`src/rtl/axis_pkt_arbiter_2to1.sv`:
```
// axis_pkt_arbiter_2to1: packet-atomic round-robin merge of two AXI-Stream sources into one registered output
module axis_pkt_arbiter_2to1 #(
  parameter int DWIDTH = 16,
  parameter int CWIDTH = 16
) (
  input  logic                ap_clk,
  input  logic                ap_rst_n,
  input  logic                s_a_tvalid,
  output logic                s_a_tready,
  input  logic                s_a_tlast,
  input  logic [DWIDTH-1:0]   s_a_tdata,
  input  logic                s_b_tvalid,
  output logic                s_b_tready,
  input  logic                s_b_tlast,
  input  logic [DWIDTH-1:0]   s_b_tdata,
  output logic                m_tvalid,
  input  logic                m_tready,
  output logic                m_tlast,
  output logic [DWIDTH-1:0]   m_tdata,
  output logic [DWIDTH/8-1:0] m_tkeep,
  output logic                m_tid,
  output logic [CWIDTH-1:0]   pkt_cnt_a,
  output logic [CWIDTH-1:0]   pkt_cnt_b
);
  localparam logic [1:0] IDLE = 2'd0, GNT_A = 2'd1, GNT_B = 2'd2;
  logic [1:0] state, state_nxt;
  logic       rr_ptr, out_free, acc_a, acc_b, end_a, end_b;
  assign m_tkeep    = '1;
  assign out_free   = !m_tvalid || m_tready;
  assign s_a_tready = (state == GNT_A) && out_free;
  assign s_b_tready = (state == GNT_B) && out_free;
  assign acc_a      = s_a_tvalid && s_a_tready;
  assign acc_b      = s_b_tvalid && s_b_tready;
  assign end_a      = acc_a && s_a_tlast;
  assign end_b      = acc_b && s_b_tlast;
  // pick a source in IDLE (rr_ptr breaks ties); hold the grant until that source's last beat is taken
  always_comb begin
    state_nxt = (state == IDLE) ? ((s_a_tvalid && (!s_b_tvalid || !rr_ptr)) ? GNT_A : s_b_tvalid ? GNT_B : IDLE)
              : (end_a || end_b) ? IDLE : state;
  end
  // grant state, round-robin pointer and per-source completed-packet counters
  always_ff @(posedge ap_clk or negedge ap_rst_n) begin
    if (!ap_rst_n) begin
      state     <= IDLE;
      rr_ptr    <= 1'b0;
      pkt_cnt_a <= '0;
      pkt_cnt_b <= '0;
    end else begin
      state <= state_nxt;
      if (end_a) begin
        rr_ptr    <= 1'b1;
        pkt_cnt_a <= pkt_cnt_a + CWIDTH'(1);
      end
      if (end_b) begin
        rr_ptr    <= 1'b0;
        pkt_cnt_b <= pkt_cnt_b + CWIDTH'(1);
      end
    end
  end
  // single output register: load on accept, drop valid once the sink takes the beat
  always_ff @(posedge ap_clk or negedge ap_rst_n) begin
    if (!ap_rst_n) begin
      m_tvalid <= 1'b0;
      m_tlast  <= 1'b0;
      m_tid    <= 1'b0;
      m_tdata  <= '0;
    end else if (acc_a || acc_b) begin
      m_tvalid <= 1'b1;
      m_tid    <= acc_b;
      m_tdata  <= acc_b ? s_b_tdata : s_a_tdata;
      m_tlast  <= acc_b ? s_b_tlast : s_a_tlast;
    end else if (m_tready) begin
      m_tvalid <= 1'b0;
    end
  end
endmodule

```
`config.mk`:
```
export PLATFORM = sky130hd
export DESIGN_NAME = axis_pkt_arbiter_2to1
export DESIGN_NICKNAME = d
export VERILOG_FILES = /design/src/rtl/axis_pkt_arbiter_2to1.sv
export SDC_FILE = /design/constraint.sdc
export NUM_CORES = 1
export LEC_CHECK = 0
export BUFFER_PORTS_ARGS = -buffer_cell sky130_fd_sc_hd__buf_2
export CAP_MARGIN = 20
export CORE_MARGIN = 4
export CORE_UTILIZATION = 30
export CTS_CLUSTER_SIZE = 14
export DETAILED_ROUTE_END_ITERATION = 10
export SLEW_MARGIN = 0
export SYNTH_ARGS = -nofsm -noshare
export SYNTH_HDL_FRONTEND = slang
export SYNTH_SLANG_ARGS = --single-unit
```
`constraint.sdc`:
```
create_clock -name ap_clk -period 4.1 [get_ports ap_clk]
set_clock_uncertainty 0.05 [all_clocks]
set_input_delay 0.205 -clock ap_clk [delete_from_list [all_inputs] [get_ports ap_clk]]
set_output_delay 0.205 -clock ap_clk [all_outputs]
set_load 0.05 [all_outputs]
```
=== Yosys cells after proc, flatten, opt, wreduce, memory -nomap -nowiden ===
Cells that the tools add are included.

* Bits in registers: 54
* Bits of input ports: 39

* Add/sub/neg operators: 2
* Eq/ne operators: 2
* Muxes and demuxes: 10
* Reduce and logical (&&, ||, !) cells: 18

{| class="wikitable"
|+ Operator list
! cell !! number
|-
| 16-bit by 1-bit adder with 16-bit output (second input constant) || 2
|-
| 16-bit 2-to-1 mux || 1
|-
| 2-bit 2-to-1 mux || 4
|-
| 1-bit logical AND || 7
|-
| 2-bit nonzero test || 3
|-
| 1-bit 2-to-1 mux || 5
|-
| 1-bit logical OR || 4
|-
| 1-bit zero test || 3
|-
| 2-bit by 1-bit == test with 1-bit output (second input constant) || 1
|-
| 2-bit == test (second input constant) || 1
|-
| 2-bit zero test || 1
|}

=== Logic depth before layout (Yosys ltp) ===
Gate-level depths: netlist of run 1.

* Word-level depth: 8
* Mapped depth: 7
* Gate-level depth less buffers: 4

=== Worst setup path after synthesis of run 1 ===
Ideal clock, no wire load.

* Kind: register -> register
* Start point: register pkt_cnt_a[0]
* End point: register pkt_cnt_a[14]
* Arrival time: 1,897 ps
* Data required time: 3,968 ps
* Setup slack: 2,071 ps
* Stages on the path, launching flop included: 6
* Path buffers: 1
* Path through: dfrtp_1 > ha_1 > or4b_4 > buf_6 > nor4_4 > xor2_1

* Word-level cells in the longest chain between the ends: 1

{| class="wikitable"
|+ Ends and longest elaborated chain
! element !! line !! RTL
|-
| start: declaration || 22 || <nowiki>output logic [CWIDTH-1:0] pkt_cnt_a,</nowiki>
|-
| start signal: assignment || 52 || <nowiki>pkt_cnt_a <= pkt_cnt_a + CWIDTH'(1);</nowiki>
|-
| 16-bit by 1-bit adder with 16-bit output || 52 ||
|}

Every way passes these cells.
A chain may end at the register's enable or synchronous reset.

=== Final worst setup path of run 1 ===
* Start point: register m_tvalid
* End point: register m_tlast

* Word-level cells in the longest chain between the ends: 5
* Elaborated cells on any way between the ends: 8
* Classes of those cells: mux: 1; reduce/logical: 7

{| class="wikitable"
|+ Ends and longest elaborated chain
! element !! line !! RTL
|-
| start: declaration || 16 || <nowiki>output logic m_tvalid,</nowiki>
|-
| start signal: assignment || 63 || <nowiki>m_tvalid <= 1'b0;</nowiki>
|-
| start signal: assignment || 68 || <nowiki>m_tvalid <= 1'b1;</nowiki>
|-
| start signal: assignment || 73 || <nowiki>m_tvalid <= 1'b0;</nowiki>
|-
| 1-bit zero test * || 29 || <nowiki>assign out_free = !m_tvalid || m_tready;</nowiki>
|-
| 1-bit logical OR * || 29 ||
|-
| 1-bit logical AND, on equally long branches || 31, 30 ||
|-
| 1-bit logical AND, on equally long branches || 33, 32 ||
|-
| 1-bit 2-to-1 mux / 1-bit logical OR (equally long branches) || 71, 67 ||
|-
| end signal: assignment || 71 || <nowiki>m_tlast <= acc_b ? s_b_tlast : s_a_tlast;</nowiki>
|-
| end: declaration || 18 || <nowiki>output logic m_tlast,</nowiki>
|}

Mark *: on every way between the ends. The rest lies on a longest branch, timed or not.

==> results of run 1 <==
[layout make-up]
| cell class | count | area, um2 |
|---|---|---|
| Fill cell | 831 | 5015 |
| Sequential cell | 54 | 1351 |
| Multi-Input combinational cell | 181 | 1066 |
| Timing Repair Buffer | 94 | 480.5 |
| Tap cell | 105 | 131.4 |
| Clock buffer | 6 | 82.58 |
| Clock inverter | 1 | 30.03 |
| Inverter | 5 | 18.77 |
[flip-flops by register name (all words and copies together), names as in the netlist]
| name | cells |
|---|---|
| state | 2 |
| pkt_cnt_b | 16 |
| m_tdata | 16 |
| rr_ptr | 1 |
| m_tid | 1 |
| pkt_cnt_a | 16 |
| m_tvalid | 1 |
| m_tlast | 1 |
[power by group through the flow]
stage	sequential (mW)	clock [mW]	combinational [mW]
after CTS	0.802	0.382	1.06
final	0.801	0.366	1.04
after detailed placement	0.810	0	1.06
after global placement	0.807	0	1.04
after floorplan	1.26	0	0.335
after global routing	0.825	0.404	1.12
[per-layer routing]
metal	vias to the layer above	track usage, %	share of wire, %
met1	1003	16.14	43
met3	5	3.576	7.0
li1	1026	-	-
met5	-	0	0
met2	69	22.00	50
met4	0	3.466	0.68
[through the flow]
stage | worst slack [ps] | area, um2 | utilization (%)
after CTS | 2112 | 3161 | 38.66
after floorplan | 2071 | 2504 | -
after global routing | 1971 | 3161 | 38.66
final | 2160 | 3161 | 38.66
after detailed placement | 2152 | 3038 | 37.16
after global placement | 2156 | 3038 | 37.16
[cells in the final DEF (no fill, tap or decap), types with 2 or more instances in the layout]
master    count
ha_1          2
xnor2_1      16
dfrtp_1      54
nand3_1      12
o21ai_0       2
nand2_1      29
nand4_1      10
nor3_1        9
and4_1        4
nor4_1        3
inv_1         5
nand2b_1      3
clkbuf_8      6
nor2_1       25
a21oi_1      34
conb_1        2
and3_1        4
buf_2        91
mux2_2        2
xor2_1       14
buf_4         2
[cell families (layout without fill, tap and decap cells)]
group / count (synthesis) / count (layout) / synth area share [%]
flip-flops: 54 / 54 / 54.05
other: 1 / 2 / 0.1500
multiplexers: 2 / 2 / 0.9008
XOR/XNOR: 30 / 30 / 10.51
buffers and inverters: 18 / 106 / 3.453
AND/OR/NAND/NOR: 107 / 107 / 22.12
AO/OA/AOI/OAI: 38 / 38 / 7.808
adder cells (fa/ha/maj): 2 / 2 / 1.001
[worst max-delay path: stages (launching register included)]
cell	delay (ps)
dfrtp_1	400
nand2b_1	220
nand3_1	650
a21oi_1	380
a21oi_1	100
[worst min-delay path by stage]
stage | start | end | slack [ps] | cells after the start
after floorplan | ap_rst_n | m_tdata[0] | -140 | 0
after global placement | ap_rst_n | pkt_cnt_a[9] | 330 | 2
after detailed placement | ap_rst_n | pkt_cnt_a[9] | 340 | 2
after CTS | s_b_tdata[1] | m_tdata[1] | 80 | 3
after global routing | s_b_tdata[12] | m_tdata[12] | 80 | 3
final | s_b_tdata[1] | m_tdata[1] | 90 | 3
==> impl_metrics.py, run 1 <==
metrics = {
    "detailed_routing": {
        "wirelength_um": 6163,
        "avgRoutedWirePerCell_um": 13.82,
        "final_antenna_net_count": 0,
        "drt_iter0_markers": 61,
        "num_vias": 2103,
        "drt-pass1-iter-count": 4,
        "drc": 0,
        "viasPerCell": 4.715,
    },
    "yosys": {
        "synth_edf_count": 0,
        "synthTopCellsByArea": "dfrtp_1 (54%), a21oi_1 (6.8%), xnor2_1 (5.6%)",
        "synth_top_cell_area_share_pct": 54.05,
        "synth.distinct_cells": 32,
        "yosysWarnings": 0,
        "yosys.area.top_type": "dfrtp_1",
        "ys_seq_elements": 54,
        "netlist_top_cells_count": "dfrtp_1 (54), a21oi_1 (34), nand2_1 (29)",
        "syn_avg_cell_area_um2": 9.920,
        "synthFlopType": "dfrtp_1",
        "synth.most_common_cell": "dfrtp_1",
        "syn_inst": 252,
        "async_reset_ff_share_pct": 100.0,
        "syn_area_mm2": 0.002500,
        "yosysSeqAreaShare_pct": 54.05,
    },
    "global_route": {
        "antenna_found_initial": 0,
        "grt_pass1_wl_um": 10210,
        "grt_use_total_pct": 12.92,
        "grt_pass1_vias": 2106,
        "grt_max_degree": 55,
        "globalRoute.totalOverflow": 0,
    },
    "clock_network": {
        "clock_latency_ps": 300,
        "cts_sinks": 54,
        "clkTransAtPathRegs_ps": 90,
        "clockBufferDepth": 2,
        "postCtsSetupBuffers": 0,
        "cts_tree": "yes",
        "cts_made_buffers": 5,
        "cts_hold_buf": 1,
        "htree_levels": 2,
        "cts_root_buffer": "clkbuf_8",
        "cts_resized": 0,
    },
    "pwr": {
        "switching_power_mw": 1.071,
        "p_comb_share_pct": 47.1,
        "power.total_mw": 2.208,
        "p_clk_share_pct": 16.6,
        "p_per_area_mw_per_mm2": 698.5,
        "leakage_nw": 1.638,
        "intPower_mw": 1.137,
        "p_seq_share_pct": 36.3,
        "peakVddDrop_v": 0.0003619,
        "swShare_pct": 48.51,
    },
    "sta": {
        "setup_tns_ps": 0,
        "fmax_ghz": 0.5154,
        "hold_viol_final": 0,
        "fin_crit_sh_pct": 47.32,
        "slew_headroom_pct": 44.84,
        "tightest_slew_ps": 825.0,
        "rsz0062_at_grt": "no",
        "final-setup-viol-count": 0,
        "fin_crit_ps": 1940,
        "hold_slack_ps": 87.78,
        "drv_slew": 0,
    },
    "flow_run": {
        "maxCapViolations": 0,
    },
    "floorplanning": {
        "die_w_um": 99.29,
        "core_area_mm2": 0.008175,
        "initial_utilization_pct": 30.58,
        "die_y_um": 99.29,
        "die_area_mm2": 0.009858,
        "num_rows": 33,
        "io_pins": 94,
    },
    "worst_hold_path": {
        "worstHoldPathType": "in2reg",
    },
    "critical_path": {
        "end_kind": "register",
        "reg2reg_depth": 4,
        "r2r_end": "m_tlast",
        "start_kind": "register",
        "r2r-start": "m_tvalid",
        "crit_path_end": "m_tlast",
        "worst-r2r-setup-slack_ps": 2160,
        "worstPathRequired_ps": 4200,
        "cp-startpoint": "m_tvalid",
        "critPathMaxFanout": 19,
        "critical_path_class": "reg2reg",
        "arrival_ps": 2050,
    },
    "placed_design": {
        "place_congestion": 0.6936,
        "port_buffers": 91,
        "dp_hpwl_um": 4525,
        "dp_cells": 438,
    },
    "cells_and_area": {
        "drive_above_1_share_pct": 31.09,
        "syn2layout_area_growth_pct": 26.43,
        "layout.cells.non_filler": 446,
        "diodes": 0,
        "nNetsFinal": 382,
    },
    "status": {
        "outcome": "completed",
    },
}
(Power assumes the default switching activity.)
==> run 2: changes to the inputs <==
ABC_AREA = 1   (was not set)
clock period = 2 ns   (was 4.1 ns; I/O delays follow)
==> run 2 against run 1 <==
Routed wire length increased by 27%. Power decreased by 10%. Hold slack got worse by 82 ps. Critical path type is now reg2out. Critical endpoint is now s_a_tready.
==> impl_metrics.py, run 2 <==
metrics = {
    "yosys": {
        "synthTopCellsByArea": "dfrtp_1 (46%), nand2_1 (17%), inv_1 (7.3%)",
        "netlist_top_cells_count": "nand2_1 (136), inv_1 (57), dfrtp_1 (54)",
        "synth_top_cell_area_share_pct": 46.27,
        "synth_edf_count": 0,
        "synth_fa_ha_area_share_pct": 0.8569,
        "syn_inst": 404,
        "synth_xor_area_share_pct": 1.500,
        "synth.distinct_cells": 26,
        "synth-simple-area-share_pct": 33.80,
        "synth_top_family_by_area": "simple AND/OR/NAND/NOR gates",
        "yosys.area.top_type": "dfrtp_1",
        "async_reset_ff_share_pct": 100.0,
        "yosysSeqAreaShare_pct": 46.27,
        "ys_seq_elements": 54,
        "synth.area.mux_share_pct": 0,
        "synth.most_common_cell": "nand2_1",
        "synthFlopType": "dfrtp_1",
        "synth_compound_gate_area_share_pct": 7.369,
        "yosysWarnings": 0,
        "syn_avg_cell_area_um2": 7.228,
        "syn_area_mm2": 0.002920,
    },
    "global_route": {
        "grt_max_degree": 55,
        "busiest_layer": "met2",
        "grt_pass1_wl_um": 13350,
        "antenna_found_initial": 0,
        "use_met3_pct": 2.830,
        "met2_usage_pct": 24.73,
        "grt_use_total_pct": 14.15,
        "globalRoute.totalOverflow": 0,
        "use_met1_pct": 18.00,
        "grt_pass1_vias": 2880,
    },
    "critical_path": {
        "crit_buf_inv": 2,
        "cp_cell_sequence": "nand2_1 > inv_1 > nor3_1 > buf_2",
        "critPathTopFamily": "buffers and inverters",
        "critical_path_class": "reg2out",
        "cp_slowest_cell": "dfrtp_1",
        "worstPathRequired_ps": 1850,
        "end_kind": "output pin",
        "slowest_delay_ps": 390,
        "critPathMaxFanout": 6,
        "arrival_ps": 1520,
        "start_kind": "register",
    },
    "placed_design": {
        "port_buffers": 91,
        "place_congestion": 0.7792,
        "dp_hpwl_um": 5689,
        "dp_cells": 619,
    },
    "sta": {
        "setup_tns_ps": 0,
        "tightest_slew_ps": 720.1,
        "fin_crit_ps": 1668,
        "slew_headroom_pct": 51.99,
        "fmax_ghz": 0.5996,
        "fin_crit_sh_pct": 83.39,
        "rsz0062_at_grt": "no",
        "final-setup-viol-count": 0,
        "drv_slew": 0,
        "hold_viol_final": 0,
    },
    "clock_network": {
        "htree_levels": 2,
        "clkTransAtPathRegs_ps": 110,
        "cts_sinks": 54,
        "cts_tree": "yes",
        "clock_latency_ps": 310,
        "cts_root_buffer": "clkbuf_8",
        "cts_made_buffers": 5,
        "clockBufferDepth": 2,
        "postCtsSetupBuffers": 0,
    },
    "detailed_routing": {
        "viasPerCell": 4.495,
        "num_vias": 2890,
        "avgRoutedWirePerCell_um": 12.17,
        "drc": 0,
        "drt_iter0_markers": 81,
        "drt-pass1-iter-count": 4,
        "final_antenna_net_count": 0,
        "wirelength_um": 7828,
    },
    "status": {
        "outcome": "completed",
    },
    "cells_and_area": {
        "drive_above_1_share_pct": 21.79,
        "syn2layout_area_growth_pct": 29.39,
        "layout.cells.non_filler": 643,
        "final_common_cell": "nand2_1",
        "top_regs": "m_tdata x16, pkt_cnt_a x16, pkt_cnt_b x16",
        "layout_common_cells": "nand2_1 (136), buf_2 (91), inv_1 (57)",
        "diodes": 0,
        "nNetsFinal": 554,
    },
    "floorplanning": {
        "io_pins": 94,
        "num_rows": 35,
        "die_y_um": 106.7,
        "core_area_mm2": 0.009371,
        "die_area_mm2": 0.01138,
        "die_w_um": 106.7,
        "initial_utilization_pct": 31.16,
    },
    "pwr": {
        "peakVddDrop_v": 0.0002751,
        "p_per_area_mw_per_mm2": 523.0,
        "power.total_mw": 1.976,
        "leakage_nw": 2.095,
    },
    "flow_run": {
        "maxCapViolations": 0,
    },
    "worst_hold_path": {
        "worstHoldPathType": "in2reg",
    },
}
run 2: kinds of logic after synthesis:
kind of cell / after synthesis
adders and majority gates: 2
buffers and inverters: 69
other: 1
and+or+nand+nor: 230
xor gates and xnor gates: 5
AOI/OAI and AO/OA: 43
DFF: 54
run 2: worst register-to-register path, stage by stage, from the launching register on:
cell and delay (ps):
dfrtp_1 360, nand2_1 190, nand3_4 160, buf_4 270, nand2_1 100, inv_2 240
nand2_1 90, nand2_1 80
run 2: final timing paths:
path / from / endpoint / slack, ps / cells after the start
max in group asynchronous: ap_rst_n / pkt_cnt_b[5] / 1010 / 3
min: s_b_tdata[9] / m_tdata[9] / 6 / 3
max reg2reg: m_tvalid / m_tdata[13] / 390 / 7
min reg2reg: m_tlast / m_tlast / 440 / 2
min in group asynchronous: ap_rst_n / m_tdata[3] / 400 / 3
max: m_tvalid / s_a_tready / 330 / 4
run 2: power breakdown:
| part | switching (mW) | internal (mW) | total (mW) |
|---|---|---|---|
| clock network | 0.398 | 0.383 | 0.780 |
| logic | 0.0543 | 0.0503 | 0.105 |
| registers | 0 | 1.09 | 1.09 |
| total | 0.452 | 1.52 | 1.98 |
run 2: area by class of cell:
| class | count | area [um2] |
|---|---|---|
| clock buffers | 5 | 68.82 |
| clock inverters | 3 | 47.55 |
| fillers | 995 | 5593 |
| inverters | 58 | 217.7 |
| multi-input cells | 282 | 1279 |
| flip-flops and latches | 54 | 1351 |
| well taps | 129 | 161.4 |
| repair buffers | 112 | 653.1 |
run 2: what timing repair did:
item	4_1_cts	5_1_grt
hold buffers	16	0
hold endpoints to repair	69	0
resized for setup	0	0
endpoints found under the setup margin	0	0
run 2: stage by stage:
stage / hold WS [ps] / cell area [um2] / util, % / setup WS (ps)
finish: 5.769 / 3779 / 40.32 / 332.1
global route: 10.98 / 3779 / 40.32 / 178.6
CTS: 8.463 / 3779 / 40.32 / 322.7
detailed placement: 235.8 / 3502 / 37.37 / 416.1
global placement: 236.2 / 3502 / 37.37 / 492.5
floorplan: -245.6 / 2924 / - / -105.4
run 2: per-layer routing:
layer / vias up / wire [um]
met2: 62 / 3796
li1: 1480 / -
met4: 0 / 94
met3: 9 / 375
met5: - / 0
met1: 1339 / 3562
